===== src/rtl/sseg_scan_decoder.sv =====
// Receive-side decoder for a 4-digit multiplexed seven-segment scan: filters the
// anode/cathode buses, rebuilds the 16-bit word. Optional err_cnt under SSEG_ERR_CNT_EN.
module sseg_scan_decoder #(
  parameter int unsigned STABLE_CYCLES  = 4,
  parameter int unsigned TIMEOUT_CYCLES = 1024
) (
  input  logic        clk,
  input  logic        rst,
  input  logic [3:0]  sseg_a,
  input  logic [6:0]  sseg_c,
  output logic [15:0] value,
  output logic        valid,
  output logic [3:0]  digit_mask,
  output logic        bad,
`ifdef SSEG_ERR_CNT_EN
  output logic [7:0]  err_cnt,
`endif
  output logic        stale
);

  localparam int unsigned StW = $clog2(STABLE_CYCLES + 1);
  localparam int unsigned ToW = $clog2(TIMEOUT_CYCLES + 1);
  localparam logic [StW-1:0] FireCnt = StW'(STABLE_CYCLES - 2);
  localparam logic [StW-1:0] SatCnt  = StW'(STABLE_CYCLES);
  localparam logic [ToW-1:0] ToMax   = ToW'(TIMEOUT_CYCLES);

  logic [10:0]      samp_q;
  logic [StW-1:0]   stab_cnt_q, stab_cnt_d;
  logic [3:0][3:0]  nib_q, nib_d;
  logic [3:0]       mask_q, mask_d;
  logic [15:0]      value_q, value_d;
  logic             valid_q, valid_d;
  logic             bad_q, bad_d;
  logic [ToW-1:0]   to_cnt_q, to_cnt_d;
  logic             stale_q, stale_d;

  logic       same, fire, blank, onehot, seg_ok, capture, frame_done;
  logic [1:0] dig;
  logic [3:0] seg_nib;

  always_comb begin
    seg_ok  = 1'b1;
    seg_nib = 4'h0;
    unique case (sseg_c)
      7'h40: seg_nib = 4'h0;
      7'h79: seg_nib = 4'h1;
      7'h24: seg_nib = 4'h2;
      7'h30: seg_nib = 4'h3;
      7'h19: seg_nib = 4'h4;
      7'h12: seg_nib = 4'h5;
      7'h02: seg_nib = 4'h6;
      7'h78: seg_nib = 4'h7;
      7'h00: seg_nib = 4'h8;
      7'h10: seg_nib = 4'h9;
      7'h08: seg_nib = 4'hA;
      7'h03: seg_nib = 4'hB;
      7'h46: seg_nib = 4'hC;
      7'h21: seg_nib = 4'hD;
      7'h06: seg_nib = 4'hE;
      7'h0E: seg_nib = 4'hF;
      default: seg_ok = 1'b0;
    endcase
  end

  always_comb begin
    blank  = 1'b0;
    onehot = 1'b1;
    dig    = 2'd0;
    unique case (sseg_a)
      4'b1111: begin blank = 1'b1; onehot = 1'b0; end
      4'b1110: dig = 2'd0;
      4'b1101: dig = 2'd1;
      4'b1011: dig = 2'd2;
      4'b0111: dig = 2'd3;
      default: onehot = 1'b0;
    endcase
  end

  // Fires once per dwell: on the STABLE_CYCLES-th identical sample.
  assign same       = ({sseg_a, sseg_c} == samp_q);
  assign fire       = same && (stab_cnt_q == FireCnt);
  assign capture    = fire && onehot && seg_ok;
  assign frame_done = (mask_q == 4'hF);

  always_comb begin
    stab_cnt_d = '0;
    if (same) stab_cnt_d = (stab_cnt_q == SatCnt) ? stab_cnt_q : stab_cnt_q + StW'(1);

    bad_d   = fire && !blank && !(onehot && seg_ok);
    nib_d   = nib_q;
    mask_d  = mask_q;
    value_d = value_q;
    valid_d = 1'b0;
    if (frame_done) begin
      value_d = {nib_q[3], nib_q[2], nib_q[1], nib_q[0]};
      valid_d = 1'b1;
      mask_d  = '0;
      nib_d   = '0;
    end else if (capture) begin
      nib_d[dig]  = seg_nib;
      mask_d[dig] = 1'b1;
    end

    to_cnt_d = to_cnt_q;
    if (frame_done)             to_cnt_d = '0;
    else if (to_cnt_q != ToMax) to_cnt_d = to_cnt_q + ToW'(1);
    stale_d = (to_cnt_d == ToMax);
  end

  always_ff @(posedge clk) begin
    if (rst) begin
      samp_q     <= '1;
      stab_cnt_q <= '0;
      nib_q      <= '0;
      mask_q     <= '0;
      value_q    <= '0;
      valid_q    <= 1'b0;
      bad_q      <= 1'b0;
      to_cnt_q   <= '0;
      stale_q    <= 1'b0;
    end else begin
      samp_q     <= {sseg_a, sseg_c};
      stab_cnt_q <= stab_cnt_d;
      nib_q      <= nib_d;
      mask_q     <= mask_d;
      value_q    <= value_d;
      valid_q    <= valid_d;
      bad_q      <= bad_d;
      to_cnt_q   <= to_cnt_d;
      stale_q    <= stale_d;
    end
  end

`ifdef SSEG_ERR_CNT_EN
  logic [7:0] err_cnt_q;
  always_ff @(posedge clk) begin
    if (rst)                             err_cnt_q <= '0;
    else if (bad_d && err_cnt_q != 8'hFF) err_cnt_q <= err_cnt_q + 8'd1;
  end
  assign err_cnt = err_cnt_q;
`endif

  assign value      = value_q;
  assign valid      = valid_q;
  assign digit_mask = mask_q;
  assign bad        = bad_q;
  assign stale      = stale_q;

endmodule


===== config.mk =====
export PLATFORM = sky130hd
export DESIGN_NAME = sseg_scan_decoder
export DESIGN_NICKNAME = d
export VERILOG_FILES = /design/src/rtl/sseg_scan_decoder.sv
export SDC_FILE = /design/constraint.sdc
export NUM_CORES = 1
export LEC_CHECK = 0
export ABC_AREA = 1
export BUFFER_PORTS_ARGS = -buffer_cell sky130_fd_sc_hd__buf_2
export CORE_ASPECT_RATIO = 1.75
export CORE_MARGIN = 3
export CORE_UTILIZATION = 40
export DETAILED_ROUTE_END_ITERATION = 8
export PLACE_DENSITY_LB_ADDON = 0.2
export RECOVER_POWER = 25
export SETUP_SLACK_MARGIN = 0.2
export SYNTH_ARGS = -nofsm -noshare
export SYNTH_HDL_FRONTEND = slang
export SYNTH_SLANG_ARGS = --single-unit
export TNS_END_PERCENT = 20

===== constraint.sdc =====
create_clock -name clk -period 3 [get_ports clk]
set_clock_uncertainty 0.2 [all_clocks]
set_input_delay 0.3 -clock clk [delete_from_list [all_inputs] [get_ports clk]]
set_output_delay 0.3 -clock clk [all_outputs]
set_load 0.005 [all_outputs]

Yosys cells after proc, flatten, opt, wreduce, memory -nomap -nowiden. Cells that the tools add are included. Widths: inputs -> output; s select.

Reductions and logical operators: 14. Equality and inequality tests: 26. Add/sub/neg operators: 2. Magnitude comparators: 2. Multiplexer cells: 13. Bitwise operators: 2.

Operator list (count): $pmux 4 s15 (1); $eq 7x7->1 const B (4); $mux 11 (2); $eq 7x5->1 const B (3); $eq 7x6->1 const B (3); $eq 4x4->1 const B (5); $bwmux 16 (1); $reduce_or 16->1 (1); $eq 7x2->1 const B (2); $eq 7x4->1 const B (2); $add 11x1->11 const B (1); $eq 11x11->1 (1); $eq 11x11->1 const B (1); $ne 11x11->1 const B (1); $demux 4 s2 (1); $eq 7x3->1 const B (1); $logic_and 1x1->1 (7); $logic_not 7->1 (1); $pmux 2 s3 (1); $mux 1 (5); $eq 4x3->1 const B (1); $mux 4 (1); $or 4x4->4 (1); $reduce_or 2->1 (2); other kinds (9) (10).

Output and inout bits: 23. Logic and storage cells: 71. Register bits after elaboration: 64. Input bits: 13.

Logic depth before layout (Yosys ltp).
Word-level depth: 7. Gate-level depth with buffers: 12.

Worst setup path after synthesis. No wires, ideal clock.

Path type: input to register. Start point: input port sseg_a[3]. End point: register nib_q[10] in the netlist's numbering. Arrival: 1.380 ns. Stages on the path: 10. Setup time: 0.110 ns. Setup slack: 1.310 ns. Required time: 2.690 ns. Cell sequence: nand2_1 > nor3_4 > nor2_1 > nand2_2 > nand2_4 > nor2_8 > buf_6 > nand4_1 > nand2_1 > nor2_1.

Cells in the longest elaborated chain, start to end: 7.

RTL lines: start: declaration (line 9) `input logic [3:0] sseg_a,`; $eq 4x3->1 or $eq 4x4->1 (tied branches) (line 69) `unique case (sseg_a)`; $pmux 2 s3 (line 69); $lt 2x3->1 (not written as such) or $ge 2x1->1 (tied branches) (line 100) `nib_d[dig] = seg_nib;`; $logic_and 1x1->1 (not written as such) (line 100); $mux 4 (not written as such) (line 100); $demux 4 s2 (line 100); $bwmux 16 (line 100); end signal: assignment (line 124) `nib_q <= nib_d;`; end: declaration (line 29) `logic [3:0][3:0] nib_q, nib_d;`.

Parallel ways exist; a longest one is shown, timed or not. A chain may end at the register's enable or synchronous reset.

Worst setup path after layout.
Start point: register mask_q[1], in the netlist digit_mask[1]. End point: register stale_q, in the netlist stale.

Cells in the longest elaborated chain, start to end: 3.

RTL lines: start: declaration (line 30) `logic [3:0] mask_q, mask_d;`; start signal: assignment (line 125) `mask_q <= mask_d;`; $eq 4x4->1 (line 83) `assign frame_done = (mask_q == 4'hF);`; $mux 11 (line 105) `if (frame_done) to_cnt_d = '0;`; $eq 11x11->1 (line 107) `stale_d = (to_cnt_d == ToMax);`; end signal: assignment (line 130) `stale_q <= stale_d;`; end: declaration (line 35) `logic stale_q, stale_d;`.

No other way between the ends.

==> flow_summary.toml <==
[outcome]
run_status = "finished clean"

[worst_setup_path]
crit_path_frequent_cell = "inv_1"
ff2ff_setup_slack_ps = 940
regToRegStartpoint = "digit_mask[1]$_SDFFE_PP0P_"
worstPathMaxFanout = 33
required_ps = 3050
critPathCapture = "stale$_SDFF_PP0_"
cp_slowest_cell = "nand4_1"
crit_path_end_kind = "flip-flop"
rr_worst_depth = 8
worstPathCellList = "nand4_1 > inv_1 > nor2_2 > buf_4 > inv_1 > nor2_1 > nand3_1 > nor3_1"
start_kind = "flip-flop"
worstSetupPathType = "reg2reg"
crit_path_max_incr_delay_ps = 330
r2r-end = "stale$_SDFF_PP0_"
crit_arrival_ps = 2110
critical_path.startpoint = "digit_mask[1]$_SDFFE_PP0P_"

[die]
fp.dieH_um = 124
start_util_pct = 41.5
coreArea_um2 = 7620
die_area_um2 = 9060
rows = 42
pin_count = 36
chipWidth_um = 73.2

[global_route]
track_usage_pct = 17.7
grt_max_degree = 34
grt-ovfl-total = 0
grt_pass1_wl_um = 12200
grt_pass1_vias = 2859
antenna_found_initial = 0

[logic_synthesis]
netlist_area_um2 = 3170
synth_edf_count = 0
synth_cells = 471
ys_async_sr_fraction_pct = 0
synth_top_cells_by_area = "dfxtp_1 (40%), nand2_1 (17%), inv_1 (9.1%)"
yosysTopAreaCell = "dfxtp_1"
yosysMostFrequentCell = "nand2_1"
ys.warnings.count = 0
ys_seq_elements = 64
synth_top_flop_cell = "dfxtp_1"
ys_seq_area_share_pct = 40.5
synth_common_cells = "nand2_1 (141), inv_1 (77), nor2_1 (69)"
synth_cell_types = 26
avgSynthCellArea_um2 = 6.72
synth_top_area_share_pct = 40.5
syn-num-nets = 489

[clock_tree]
post_cts_resized = 0
post_cts_buffers = 0
insertion_delay_ps = 330
clockRootBuffer = "clkbuf_16"
htree_num_levels = 3
cts_buffers = 9
clk_pin_slew_worst_paths_ps = 50
clockBufferDepth = 2
postCtsHoldBufs = 0
clock_sinks = 64
tritoncts = "built"

[placement]
dp_hpwl_um = 5450
port_buffers = 35
gp_congestion = 0.877

[pwr]
ir_drop_mv = 0.296
p_leak_uw = 0.00183
design_power_total_uw = 2050
p_per_area_nw_per_um2 = 551

[timing]
hold_violations = 0
period_share_pct = 68.7
fin_crit_ps = 2060
setup_viol = 0
timing.fmax_mhz = 485
tightestPinTransition_ps = 694
setup_tns_ps = 0
rsz0062_at_grt = "no"
slew_viol_final = 0
slew_headroom_pct = 53.7

[routing]
drt_iter0_drc = 87
dr_total_vias = 2866
route.met3.wl_um = 265
drt_first_pass_iters = 4
wl_met1_um = 2650
wirelength_um = 7070
viasPerCell = 4.76
antenna_left = 0
wl_met2_um = 3910
drc = 0
wl_per_cell_um = 11.8
dr.max_layer_used = "met4"

[cells_and_area]
area_delta_synth_final_pct = 17.5
final_nets = 527
drive_above_1_share_pct = 12.6
antennaDiodeCount = 0
num-fill-cells = 825

[flow_run]
cap_violations = 0

[worst_hold_path]
min_path_type = "in2reg"
==> final cells by class <==
type                       instances  area (um2)  area share [%]
clock inverter                     5        55.1            1.48
timing repair buffer              36         175            4.71
sequential                        64        1280            34.5
inverter                          82         308            8.28
clock buffer                      11         253            6.80
tap                               88         110            2.96
multi-input combinational        316        1540            41.3
==> cells by family after synthesis <==
logic type | Yosys count | share of synthesized area, %
adders and majority gates | 5 | 1.98
DFF | 64 | 40.5
AOI/OAI and AO/OA | 29 | 4.66
and+or+nand+nor | 271 | 38.8
buffers and inverters | 91 | 11.1
xor gates and xnor gates | 11 | 3.04
==> sequential cells by signal, summed over array words and instances (netlist names) <==
register,flops
nib_q,16
value,16
samp_q,11
to_cnt_q,11
digit_mask,4
stab_cnt_q,3
bad,1
stale,1
valid,1
==> metrics by stage <==
stage	instance area [um2]	setup WS [ps]	util, %	std cells	hold slack [ps]
2_1_floorplan	3170	1310	-	471	184
3_3_place_gp	3420	938	44.9	586	246
3_5_place_dp	3420	892	44.9	586	245
4_1_cts	3730	917	48.9	602	17.3
5_1_grt	3720	624	48.8	602	42.4
6_report	3720	940	48.8	602	34.9
==> cells in the final DEF (no fill, tap or decap), drive strengths merged, types with 5 or more instances in the layout <==
master and count:
nand2 144, inv 82, nor2 71, dfxtp 64
buf 30, nand3 22, o21ai 20, nand4 19
clkbuf 17, nor3 12, a21oi 8, xor2 6
xnor2 5, ha 5
==> layer usage <==
metal  GRT usage [%]  vias up
li1                -     1517
met1            16.5     1281
met2            32.8       49
met3            4.93       19
met4            11.1        0
met5               0        -
==> how the worst min path moves through the flow <==
stage / startpoint / cells after the start / to
detailed placement: value[15]$_SDFFE_PP0N_ / 2 / value[15]$_SDFFE_PP0N_
CTS: sseg_c[0] / 3 / samp_q[0]$_SDFF_PP1_
finish: sseg_c[0] / 3 / samp_q[0]$_SDFF_PP1_
floorplan: rst / 1 / valid$_SDFF_PP0_
global placement: value[14]$_SDFFE_PP0N_ / 2 / value[14]$_SDFFE_PP0N_
global route: sseg_c[3] / 3 / samp_q[3]$_SDFF_PP1_
==> report_power, final <==
part | total [uW] | internal [uW] | switching (uW)
logic | 128 | 40.4 | 87.5
clock network | 1050 | 684 | 367
registers | 870 | 862 | 7.32
total | 2050 | 1590 | 462
==> critical path: cells and delay by family (launching register included) <==
| family | cells | cell delay (ps) |
|---|---|---|
| buffers and inverters | 3 | 610 |
| and+or+nand+nor | 5 | 850 |
| DFF | 1 | 320 |
No activity file was read; power rests on OpenSTA's default activity.
